<file path="config.mk">
export PLATFORM = sky130hd
export DESIGN_NAME = priority_decoder_seq
export DESIGN_NICKNAME = d
export VERILOG_FILES = /design/src/rtl/priority_decoder_seq_pkg.sv /design/src/rtl/priority_decoder_seq_decoder_2to4.sv /design/src/rtl/priority_decoder_seq.sv
export SDC_FILE = /design/constraint.sdc
export NUM_CORES = 1
export LEC_CHECK = 0
export BUFFER_PORTS_ARGS = -buffer_cell sky130_fd_sc_hd__clkbuf_2
export CORE_ASPECT_RATIO = 1.5
export CORE_MARGIN = 2
export CORE_UTILIZATION = 50
export DETAILED_ROUTE_END_ITERATION = 16
export GPL_TIMING_DRIVEN = 0
export PLACE_DENSITY = 0.7
export SYNTH_ARGS = -nofsm -noshare
export SYNTH_HDL_FRONTEND = slang
export SYNTH_SLANG_ARGS = --single-unit
export TNS_END_PERCENT = 50
</file>
<file path="constraint.sdc">
create_clock -name clk -period 1.78 [get_ports clk]
set_clock_uncertainty 0.1 [all_clocks]
set_input_delay 0.267 -clock clk [delete_from_list [all_inputs] [get_ports clk]]
set_output_delay 0.267 -clock clk [all_outputs]
set_load 0.05 [all_outputs]
</file>
<file path="src/rtl/priority_decoder_seq_pkg.sv">
// Shared definitions for the registered 2-to-4 priority decoder:
// state encodings and hold/gap counter width.
package priority_decoder_seq_pkg;

  localparam int CNT_W = 8;

  typedef enum logic [1:0] {
    ST_IDLE  = 2'd0,
    ST_DRIVE = 2'd1,
    ST_GAP   = 2'd2
  } state_t;

endpackage

</file>
<file path="src/rtl/priority_decoder_seq_decoder_2to4.sv">
// Combinational 2-bit index to one-hot decoder; also usable standalone as a
// reference for the encoder side of the link.
module decoder_2to4 (
  input  logic [1:0] idx,
  output logic [3:0] onehot
);

  always_comb begin
    onehot = 4'b0000;
    onehot[idx] = 1'b1;
  end

endmodule

</file>
<file path="src/rtl/priority_decoder_seq.sv">
// Registered 2-to-4 decoder: holds the one-hot line for HOLD_CYCLES (or until
// ack), then a GAP_CYCLES guard; requests seen while busy are dropped.
//
// state    | meaning
// ST_IDLE  | waiting for V, D = 0
// ST_DRIVE | D holds one-hot of accepted index, cnt counts down hold
// ST_GAP   | guard gap, D = 0, busy still high
module priority_decoder_seq
  import priority_decoder_seq_pkg::*;
#(
  parameter int HOLD_CYCLES = 4,
  parameter int GAP_CYCLES  = 1
) (
  input  logic       clk,
  input  logic       reset_n,
  input  logic [1:0] Y,
  input  logic       V,
  input  logic       ack,
  output logic [3:0] D,
  output logic       busy,
  output logic       done,
  output logic       drop,
  output logic [1:0] last_idx
);

  localparam logic [CNT_W-1:0] HOLD_LOAD = CNT_W'(HOLD_CYCLES - 1);
  localparam logic [CNT_W-1:0] GAP_LOAD  = (GAP_CYCLES > 0) ? CNT_W'(GAP_CYCLES - 1) : '0;

  state_t           state_q, state_d;
  logic [CNT_W-1:0] cnt_q, cnt_d;
  logic [3:0]       d_d;
  logic [3:0]       onehot;
  logic [1:0]       last_d;
  logic             busy_d, done_d, drop_d;

  decoder_2to4 u_dec (
    .idx    (Y),
    .onehot (onehot)
  );

  always_ff @(posedge clk or negedge reset_n) begin
    if (!reset_n) begin
      state_q  <= ST_IDLE;
      cnt_q    <= '0;
      D        <= 4'b0000;
      busy     <= 1'b0;
      done     <= 1'b0;
      drop     <= 1'b0;
      last_idx <= 2'b00;
    end else begin
      state_q  <= state_d;
      cnt_q    <= cnt_d;
      D        <= d_d;
      busy     <= busy_d;
      done     <= done_d;
      drop     <= drop_d;
      last_idx <= last_d;
    end
  end

  always_comb begin
    state_d = state_q;
    cnt_d   = cnt_q;
    d_d     = D;
    last_d  = last_idx;
    done_d  = 1'b0;
    drop_d  = 1'b0;
    unique case (state_q)
      ST_IDLE: begin
        if (V) begin
          state_d = ST_DRIVE;
          cnt_d   = HOLD_LOAD;
          d_d     = onehot;
          last_d  = Y;
        end
      end
      ST_DRIVE: begin
        drop_d = V;
        // ack and terminal count together still yield a single exit
        if (cnt_q == '0 || ack) begin
          d_d    = 4'b0000;
          done_d = 1'b1;
          if (GAP_CYCLES > 0) begin
            state_d = ST_GAP;
            cnt_d   = GAP_LOAD;
          end else begin
            state_d = ST_IDLE;
          end
        end else begin
          cnt_d = cnt_q - CNT_W'(1);
        end
      end
      ST_GAP: begin
        drop_d = V;
        if (cnt_q == '0) state_d = ST_IDLE;
        else             cnt_d   = cnt_q - CNT_W'(1);
      end
      default: state_d = ST_IDLE;
    endcase
    busy_d = (state_d != ST_IDLE);
  end

endmodule

</file>
==> metrics.txt, run 1 <==
status complete, but fails checks; failing checks negative setup slack; HP Class in -> reg; Die W 41.7 µm; syn_area_per_cell 10.9 µm²; Remaining DRCs 0; area occupied by multi-input gates 687 µm²; number of fill cells 137; Req. time, crit path 1.86 ns; M1 WL 1.02 mm; DRT Wirelength 2.61 mm; CP Launch Point cnt_q[4]; number of port buffers 14; relative slew slack 0.664; H-tree depth 1; Max clock buf depth 2; starting DRC count in detailed routing 51; final core occ 0.719; R2R Path Start cnt_q[4]; DR vias/cell 6.27; startpoint types register; fin. max-slew vios 0; CTS root buf clkbuf_4; GRT Util Overall 0.201; cells after synthesis 98; Peak supply drop 1.22 mV; Tmin final 1.79 ns; HP Start Y[0]; critical-path maximum fanout 8; Ys Warns 0; DP HPWL 1.64 mm; Pwr Density 1930 mW/mm²; CP arrival 1.87 ns; period utilisation layout 1.01; vias in the first global route 899; largest net degree at the start of global routing 20; first-pass GRT wire length 3.78 mm; Die Footprint 0.00253 mm²; Detailed Routing Iterations Pass 1 4; hold path depth 2; DIE HEIGHT 60.6 µm; FF+latch area 475 µm²; drt wl/cell 17.0 µm; Clock transition at path regs 0.11 ns; post-synth cell types 41; Sink Count 19; via count 959; setup TNS -0.0137 ns; Netlist Area Pre-Place 0.00107 mm²; CTS tree built; synthesis-to-finish area growth 36.6%; Hold Fails Final Rpt 0; clk_lat worst skew 0.30 ns; Pleak 0.000653 µW; unrepaired setup endpoints after global routing yes; initial antenna violation count 0; crit path kind reg -> reg; I/O pins 15; DR top layer met4; top-area cell type share of the netlist area 0.445; final net count 144; commonest non-fill, non-tap cell in the layout dfrtp_1; Syn Nets 110; CTS Buf Count 3; Placer Congestion 0.807; fin worst setup slack -0.0137 ns; Crit. End Element register; register area share after synthesis 0.445; dominant cells by area after synthesis dfrtp_1 (45%), ha_1 (7.0%), inv_1 (3.9%), a31oi_1 (2.9%), a21oi_1 (2.3%); # rows 20; routed wl met3 107 µm; #FFs+latches synth 19; post-route ant nets 0; GR Overflow Total 0; Met2 Wirelength 1.41 mm; Core Region 0.00203 mm²; layout cells sized above 1 0.496; Worst-Margin Slew 0.499 ns; area leader, netlist dfrtp_1; initial core utilization 0.527; most frequent cells in the layout dfrtp_1 (19), clkbuf_2 (14), buf_4 (13), inv_1 (6); r2r worst-path depth 4; # setup viols final 1; ANT cells 0; MaxCap Viol Count 0; fmax 0.558 GHz
-- stage by stage --
stage	cells	total power (µW)	hold slack, ns	setup WS, ns	cell area [µm²]
after floorplan	98	1760	-0.129	0.0440	1070
after detailed placement	134	2050	0.150	-0.0946	1160
after CTS	147	2440	0.113	0.00985	1290
final	153	2810	0.135	-0.0137	1460
after global routing	153	2970	0.144	-0.0717	1460
after global placement	134	2030	0.142	-0.0739	1160
-- metal layers --
metal,global-route usage,vias to the layer above
met3,0.0179,11
li1,-,434
met5,0,-
met2,0.400,36
met4,0.0968,0
met1,0.210,478
-- repair_timing --
action | 4_1_cts | 5_1_grt
resized for setup | 8 | 26
pin swaps | 2 | 10
endpoints found under the setup margin | 12 | 11
hold buffers | 1 | 0
buffers inserted | 8 | 6
hold endpoints to repair | 19 | 0
-- path summary, 6_finish.rpt --
check	to	slack (ns)
max reg2reg	state_q[1]	-0.01
max in group asynchronous	last_idx[1]	0.91
min	D[1]	0.14
min in group asynchronous	cnt_q[7]	0.34
min reg2reg	last_idx[0]	0.40
max	state_q[1]	-0.01
-- synth_stat cells (all sizes together) --
master   instances
a31oi            5
and2             2
nor2             1
or3              1
nor3b            1
o221ai           1
mux2             1
a32o             2
nand2            4
dfrtp           19
o21ai            7
o31ai            2
o2bb2ai          1
nand4            2
a2bb2oi          1
nand3            3
mux2i            2
nor2b            1
a211oi           1
inv             11
buf              1
a32oi            1
nor3             3
o22ai            1
o41ai            2
nor4             1
or2              1
a22o             2
nor4b            1
a21oi            5
nand2b           2
ha               6
a22oi            1
a21o             1
a21boi           2
-- cell families after synthesis --
logic type,Yosys count,share of synthesized area
multiplexers,3,0.0293
buffers and inverters,12,0.0434
AO/OA/AOI/OAI,35,0.247
AND/OR/NAND/NOR,23,0.164
flip-flops,19,0.445
adder cells (fa/ha/maj),6,0.0703
-- sequential cells by signal (all words and copies together) (netlist names) --
signal,count
D,4
busy,1
cnt_q,8
done,1
drop,1
last_idx,2
state_q,2
-- where the power goes --
group	switching [µW]	internal [µW]	leakage (µW)
clock network	134	87.3	0.0000150
logic	1130	767	0.000391
registers	109	584	0.000247
total	1380	1440	0.000653
-- cell type report --
cell class / count / area share
Multi-Input combinational cell: 67 / 0.471
Clock buffer: 4 / 0.0180
Buffer: 1 / 0.00773
Tap cell: 22 / 0.0189
Inverter: 11 / 0.0283
Timing Repair Buffer: 29 / 0.130
Sequential cell: 19 / 0.326
-- worst max-delay path: stages, from the launching register on --
cell      delay (ns)
dfrtp_1         0.50
nor3_4          0.44
nand2_2         0.15
a211oi_4        0.34
o22ai_2         0.14
Note: power is estimated with default switching activity, not from simulation.
==> run 2: changes to the inputs <==
SYNTH_HIERARCHICAL = 1   (was unset)
==> run 2 against run 1 <==
The run still ends with negative setup slack left. Global-route usage is 2.3 points higher. Highest routed layer unchanged. Combinational power is 4% lower. Clock power is 4% higher. Clock-buffer cell count stayed put.
==> metrics.txt, run 2 <==
Top Registers cnt_q: 8 flops, D: 4 flops; Clock transition at path regs 0.11 ns; area leader, netlist dfrtp_1; DR vias/cell 5.99; unrepaired setup endpoints after global routing yes; Post-synth EDFFs 0; Largest register FFs 8; commonest non-fill, non-tap cell in the layout buf_4; final net count 152; starting DRC count in detailed routing 10; ys async rst share 1.00; final hold slack 0.148 ns; CP max-delay cell or3b_4; Largest Register cnt_q; Crit. End Element register; crit path kind reg -> reg; syn_area_per_cell 11.2 µm²; Sink Count 19; DRT Wirelength 2.79 mm; GR Overflow Total 0; register area share after synthesis 0.426; GRT busiest layer met2; Tmin final 1.83 ns; layout cells sized above 1 0.536; post-synth cell types 41; commonest cells in the netlist dfrtp_1 (19), nor2_1 (8), a22o_1 (6); status complete, but fails checks; CP arrival 1.93 ns; met1 usage 0.232; Pleak 0.000707 µW; Peak supply drop 1.10 mV; HP Class in -> reg; # rows 21; vias in the first global route 991; Die W 42.6 µm; #FFs+latches synth 19; initial antenna violation count 0; synthesis-to-finish area growth 38.6%; via count 977; CTS tree built; Req. time, crit path 1.88 ns; Netlist Area Pre-Place 0.00112 mm²; Max clock buf depth 2; Pwr Density 1770 mW/mm²; number of port buffers 14; CTS Buf Count 3; relative slew slack 0.678; Hold Fails Final Rpt 0; top-area cell type share of the netlist area 0.426; fmax 0.545 GHz; critical-path maximum fanout 6; total power 2740 µW; fin. max-slew vios 0; CP Cell Sequence inv_2, ha_4, or3b_4, nor2_8, nor4_4, a221o_1; Die Footprint 0.00263 mm²; first-pass GRT wire length 4.33 mm; dominant cells by area after synthesis dfrtp_1 (43%), ha_1 (5.6%), a22o_1 (4.7%), nor2_1 (2.7%), mux2_2 (2.0%); grt met2 use 0.424; Placer Congestion 0.779; Ys Warns 6; Core Region 0.00218 mm²; Worst-Margin Slew 0.482 ns; max incr delay on CP 0.45 ns; initial core utilization 0.512; clk_lat worst skew 0.30 ns; H-tree depth 1; DIE HEIGHT 61.9 µm; failing checks negative setup slack; # setup viols final 8; Detailed Routing Iterations Pass 1 4; DP HPWL 1.69 mm; most frequent cell after synthesis dfrtp_1; CTS root buf clkbuf_4; CP bufs+invs 1; cells after synthesis 100; fin worst setup slack -0.0540 ns; MaxCap Viol Count 0; final core occ 0.709; largest net degree at the start of global routing 20; post-route ant nets 0; period utilisation layout 1.03; routing usage on met3 0.0231; Syn Nets 111; startpoint types register; GRT Util Overall 0.223; I/O pins 15; ANT cells 0; ys flop type dfrtp_1; CP delay by family, top simple AND/OR/NAND/NOR gates; Remaining DRCs 0; most frequent cells in the layout buf_4 (19), dfrtp_1 (16), clkbuf_2 (14), nor2_1 (7), a22o_1 (6); drt wl/cell 17.1 µm
[run 2: cell count changes in the layout (fill, tap and decap cells not counted), sizes merged, moves of 4 or more]
cell and change:
nor2 +8, buf +7, inv -6, a22o +4
nor4 +4
[run 2: final timing paths]
check	end	slack, ns	depth (start not counted)	startpoint
min reg2reg	D[0]	0.41	1	D[0]
max in group asynchronous	cnt_q[6]	0.89	2	reset_n
min	drop	0.15	2	V
max	cnt_q[5]	-0.05	6	cnt_q[0]
max reg2reg	cnt_q[5]	-0.05	6	cnt_q[0]
min in group asynchronous	cnt_q[3]	0.34	2	reset_n
[run 2: cell families (layout without fill, tap and decap cells)]
group / after synthesis / after routing / synth area share
AND/OR/NAND/NOR: 38 / 38 / 0.258
AO/OA/AOI/OAI: 29 / 30 / 0.206
flip-flops: 19 / 19 / 0.426
buffers and inverters: 7 / 46 / 0.0336
adder cells (fa/ha/maj): 5 / 5 / 0.0561
multiplexers: 2 / 2 / 0.0202
[run 2: routing by layer]
layer	up-vias	wire, µm
met5	-	0
met4	0	131
met3	15	79
met2	31	1510
met1	467	1060
li1	464	-
[run 2: power by group]
group | switching [µW] | leakage [µW] | total, µW | internal (µW)
Combinational | 1060 | 0.000451 | 1820 | 765
Clock | 142 | 0.0000150 | 229 | 87.5
Sequential | 101 | 0.000241 | 685 | 584
[run 2: repair_timing]
action | in CTS | in global routing
pin swaps | 13 | 8
buffers inserted | 13 | 7
resized for setup | 19 | 8
hold buffers | 1 | 0
gates cloned | 0 | 1
setup endpoints to repair | 14 | 14
endpoints found under the hold margin | 19 | 0
[run 2: area by class of cell]
| type | instances | area, µm² |
|---|---|---|
| Multi-Input combinational cell | 75 | 737 |
| Fill cell | 174 | 634 |
| Sequential cell | 19 | 479 |
| Timing Repair Buffer | 35 | 238 |
| Tap cell | 23 | 28.8 |
| Clock buffer | 4 | 26.3 |
| Buffer | 2 | 18.8 |
| Inverter | 5 | 18.8 |
[run 2: per-stage QoR]
stage	TNS, ns	setup slack [ns]	cells	area, µm²
final	-0.200	-0.0540	163	1550
after global routing	-0.905	-0.109	163	1550
after CTS	-0.156	-0.0722	155	1450
after detailed placement	-1.53	-0.186	137	1230
after global placement	-1.07	-0.171	137	1230
after floorplan	0	0.00119	100	1130
==> run 3: changes to the inputs <==
CORE_UTILIZATION = 41   (was 50)
PLACE_DENSITY = 0.58   (was 0.7)
==> run 3 against run 2 <==
The run still ends with negative setup slack left. Non-clock buffer count decreased by 4. Cell area decreased by 0.32%. Total power decreased by 1.3%. Clock-buffer cell count unchanged. Critical path type unchanged. Largest cell class unchanged. Largest power group unchanged.
==> metrics.txt, run 3 (synthesis gave the netlist of run 2 again) <==
HP Class in -> reg; DR vias/cell 5.30; period utilisation layout 1.04; Reg power frac 0.260; ANT cells 0; worst reg2reg endpoint cnt_q[5]; layout cells sized above 1 0.496; fmax 0.540 GHz; CP bufs+invs 1; DRT Wirelength 2.58 mm; fin worst setup slack -0.0715 ns; CTS tree built; CTS root buf clkbuf_8; crit path kind reg -> reg; placed instance count 151; synthesis-to-finish area growth 38.1%; relative slew slack 0.681; CP arrival 1.89 ns; P_sw 1240 µW; commonest non-fill, non-tap cell in the layout dfrtp_1; Clock transition at path regs 0.07 ns; final core occ 0.589; Clk pwr share 0.109; unrepaired setup endpoints after global routing yes; Max clock buf depth 2; R2R Path Start cnt_q[4]; first-pass GRT wire length 4.15 mm; failing checks negative setup slack; CP delay by family, top simple AND/OR/NAND/NOR gates; Logic pwr share 0.630; final net count 147; DP HPWL 1.72 mm; post-route ant nets 0; CTS Buf Count 3; Remaining DRCs 0; Placer Congestion 0.816; initial core utilization 0.426; Die Footprint 0.00316 mm²; via count 912; DIE HEIGHT 67.9 µm; Tmin final 1.85 ns; Pwr Density 1750 mW/mm²; final hold slack 0.204 ns; I/O pins 15; largest net degree at the start of global routing 20; GR Overflow Total 0; fin. max-slew vios 0; Sink Count 19; hold path depth 2; Req. time, crit path 1.82 ns; H-tree depth 1; CP Cell Sequence buf_6, or4_4, nor2_8, nor4_4, a221o_1; # rows 23; status complete, but fails checks; final non-filler cell total 172; # setup viols final 11; Largest register FFs 8; critical-path maximum fanout 9; max incr delay on CP 0.54 ns; Top Registers cnt_q: 8 flops, D: 4 flops; vias in the first global route 864; clk_lat worst skew 0.26 ns; number of port buffers 14; internal power 1460 µW; number of fill cells 234; CP max-delay cell or4_4; GRT Util Overall 0.187; drt wl/cell 15.0 µm; total power 2700 µW; Hold Fails Final Rpt 0; r2r worst-path depth 5; Crit. End Element register; Pleak 0.000691 µW; Sw Share 0.459; Hold EP drop; HP Start V; initial antenna violation count 0; startpoint types register; Largest Register cnt_q; starting DRC count in detailed routing 12; reg2reg setup slack -0.07 ns; MaxCap Viol Count 0; Detailed Routing Iterations Pass 1 4; Worst-Margin Slew 0.478 ns; Core Region 0.00262 mm²; Die W 46.6 µm; most frequent cells in the layout dfrtp_1 (17), clkbuf_2 (14), buf_4 (12), nor2_1 (8); Peak supply drop 0.978 mV
==> run 3: power by group through the flow <==
stage / Combinational [µW] / Sequential (µW) / Clock [µW]
floorplan: 748 / 991 / 0
global placement: 1300 / 696 / 0
detailed placement: 1310 / 703 / 0
CTS: 1570 / 697 / 304
global route: 1840 / 723 / 324
finish: 1700 / 703 / 296
==> run 3: per-layer routing <==
layer,part of all wire,GRT usage,up-vias,wire length [µm]
met5,0,0,-,0
met1,0.39,0.214,439,1010
met2,0.54,0.328,21,1390
li1,-,-,445,-
met3,0.035,0.0237,7,90
met4,0.031,0.0893,0,80
==> run 3: per-stage QoR <==
step / worst slack [ns] / cell area (µm²) / TNS (ns)
2_1_floorplan: 0.00119 / 1130 / 0
3_3_place_gp: -0.183 / 1240 / -1.20
3_5_place_dp: -0.185 / 1240 / -1.41
4_1_cts: -0.0604 / 1440 / -0.238
5_1_grt: -0.143 / 1540 / -1.20
6_report: -0.0715 / 1540 / -0.350
==> run 3: worst max-delay path by stage <==
stage / cells past startpoint / start / endpoint
3_5_place_dp: 6 / state_q[1] / cnt_q[5]
5_1_grt: 6 / cnt_q[1] / cnt_q[5]
3_3_place_gp: 6 / state_q[1] / cnt_q[5]
2_1_floorplan: 6 / cnt_q[0] / cnt_q[5]
6_report: 5 / cnt_q[4] / cnt_q[5]
4_1_cts: 6 / cnt_q[0] / cnt_q[5]
==> run 3: cell type report <==
class,count,area (µm²),share of cell area
buffer,2,22.5,0.0146
tap,37,46.3,0.0300
inverter,5,18.8,0.0122
sequential,19,478,0.310
timing repair buffer,31,215,0.140
clock buffer,4,45.0,0.0292
multi-input combinational,74,716,0.464
==> run 3: what timing repair did <==
| item | in CTS | in global routing |
|---|---|---|
| pin swaps | 13 | 6 |
| hold buffers | 1 | 0 |
| endpoints found under the setup margin | 14 | 14 |
| buffers inserted | 8 | 8 |
| resized for setup | 16 | 12 |
| endpoints found under the hold margin | 19 | 0 |
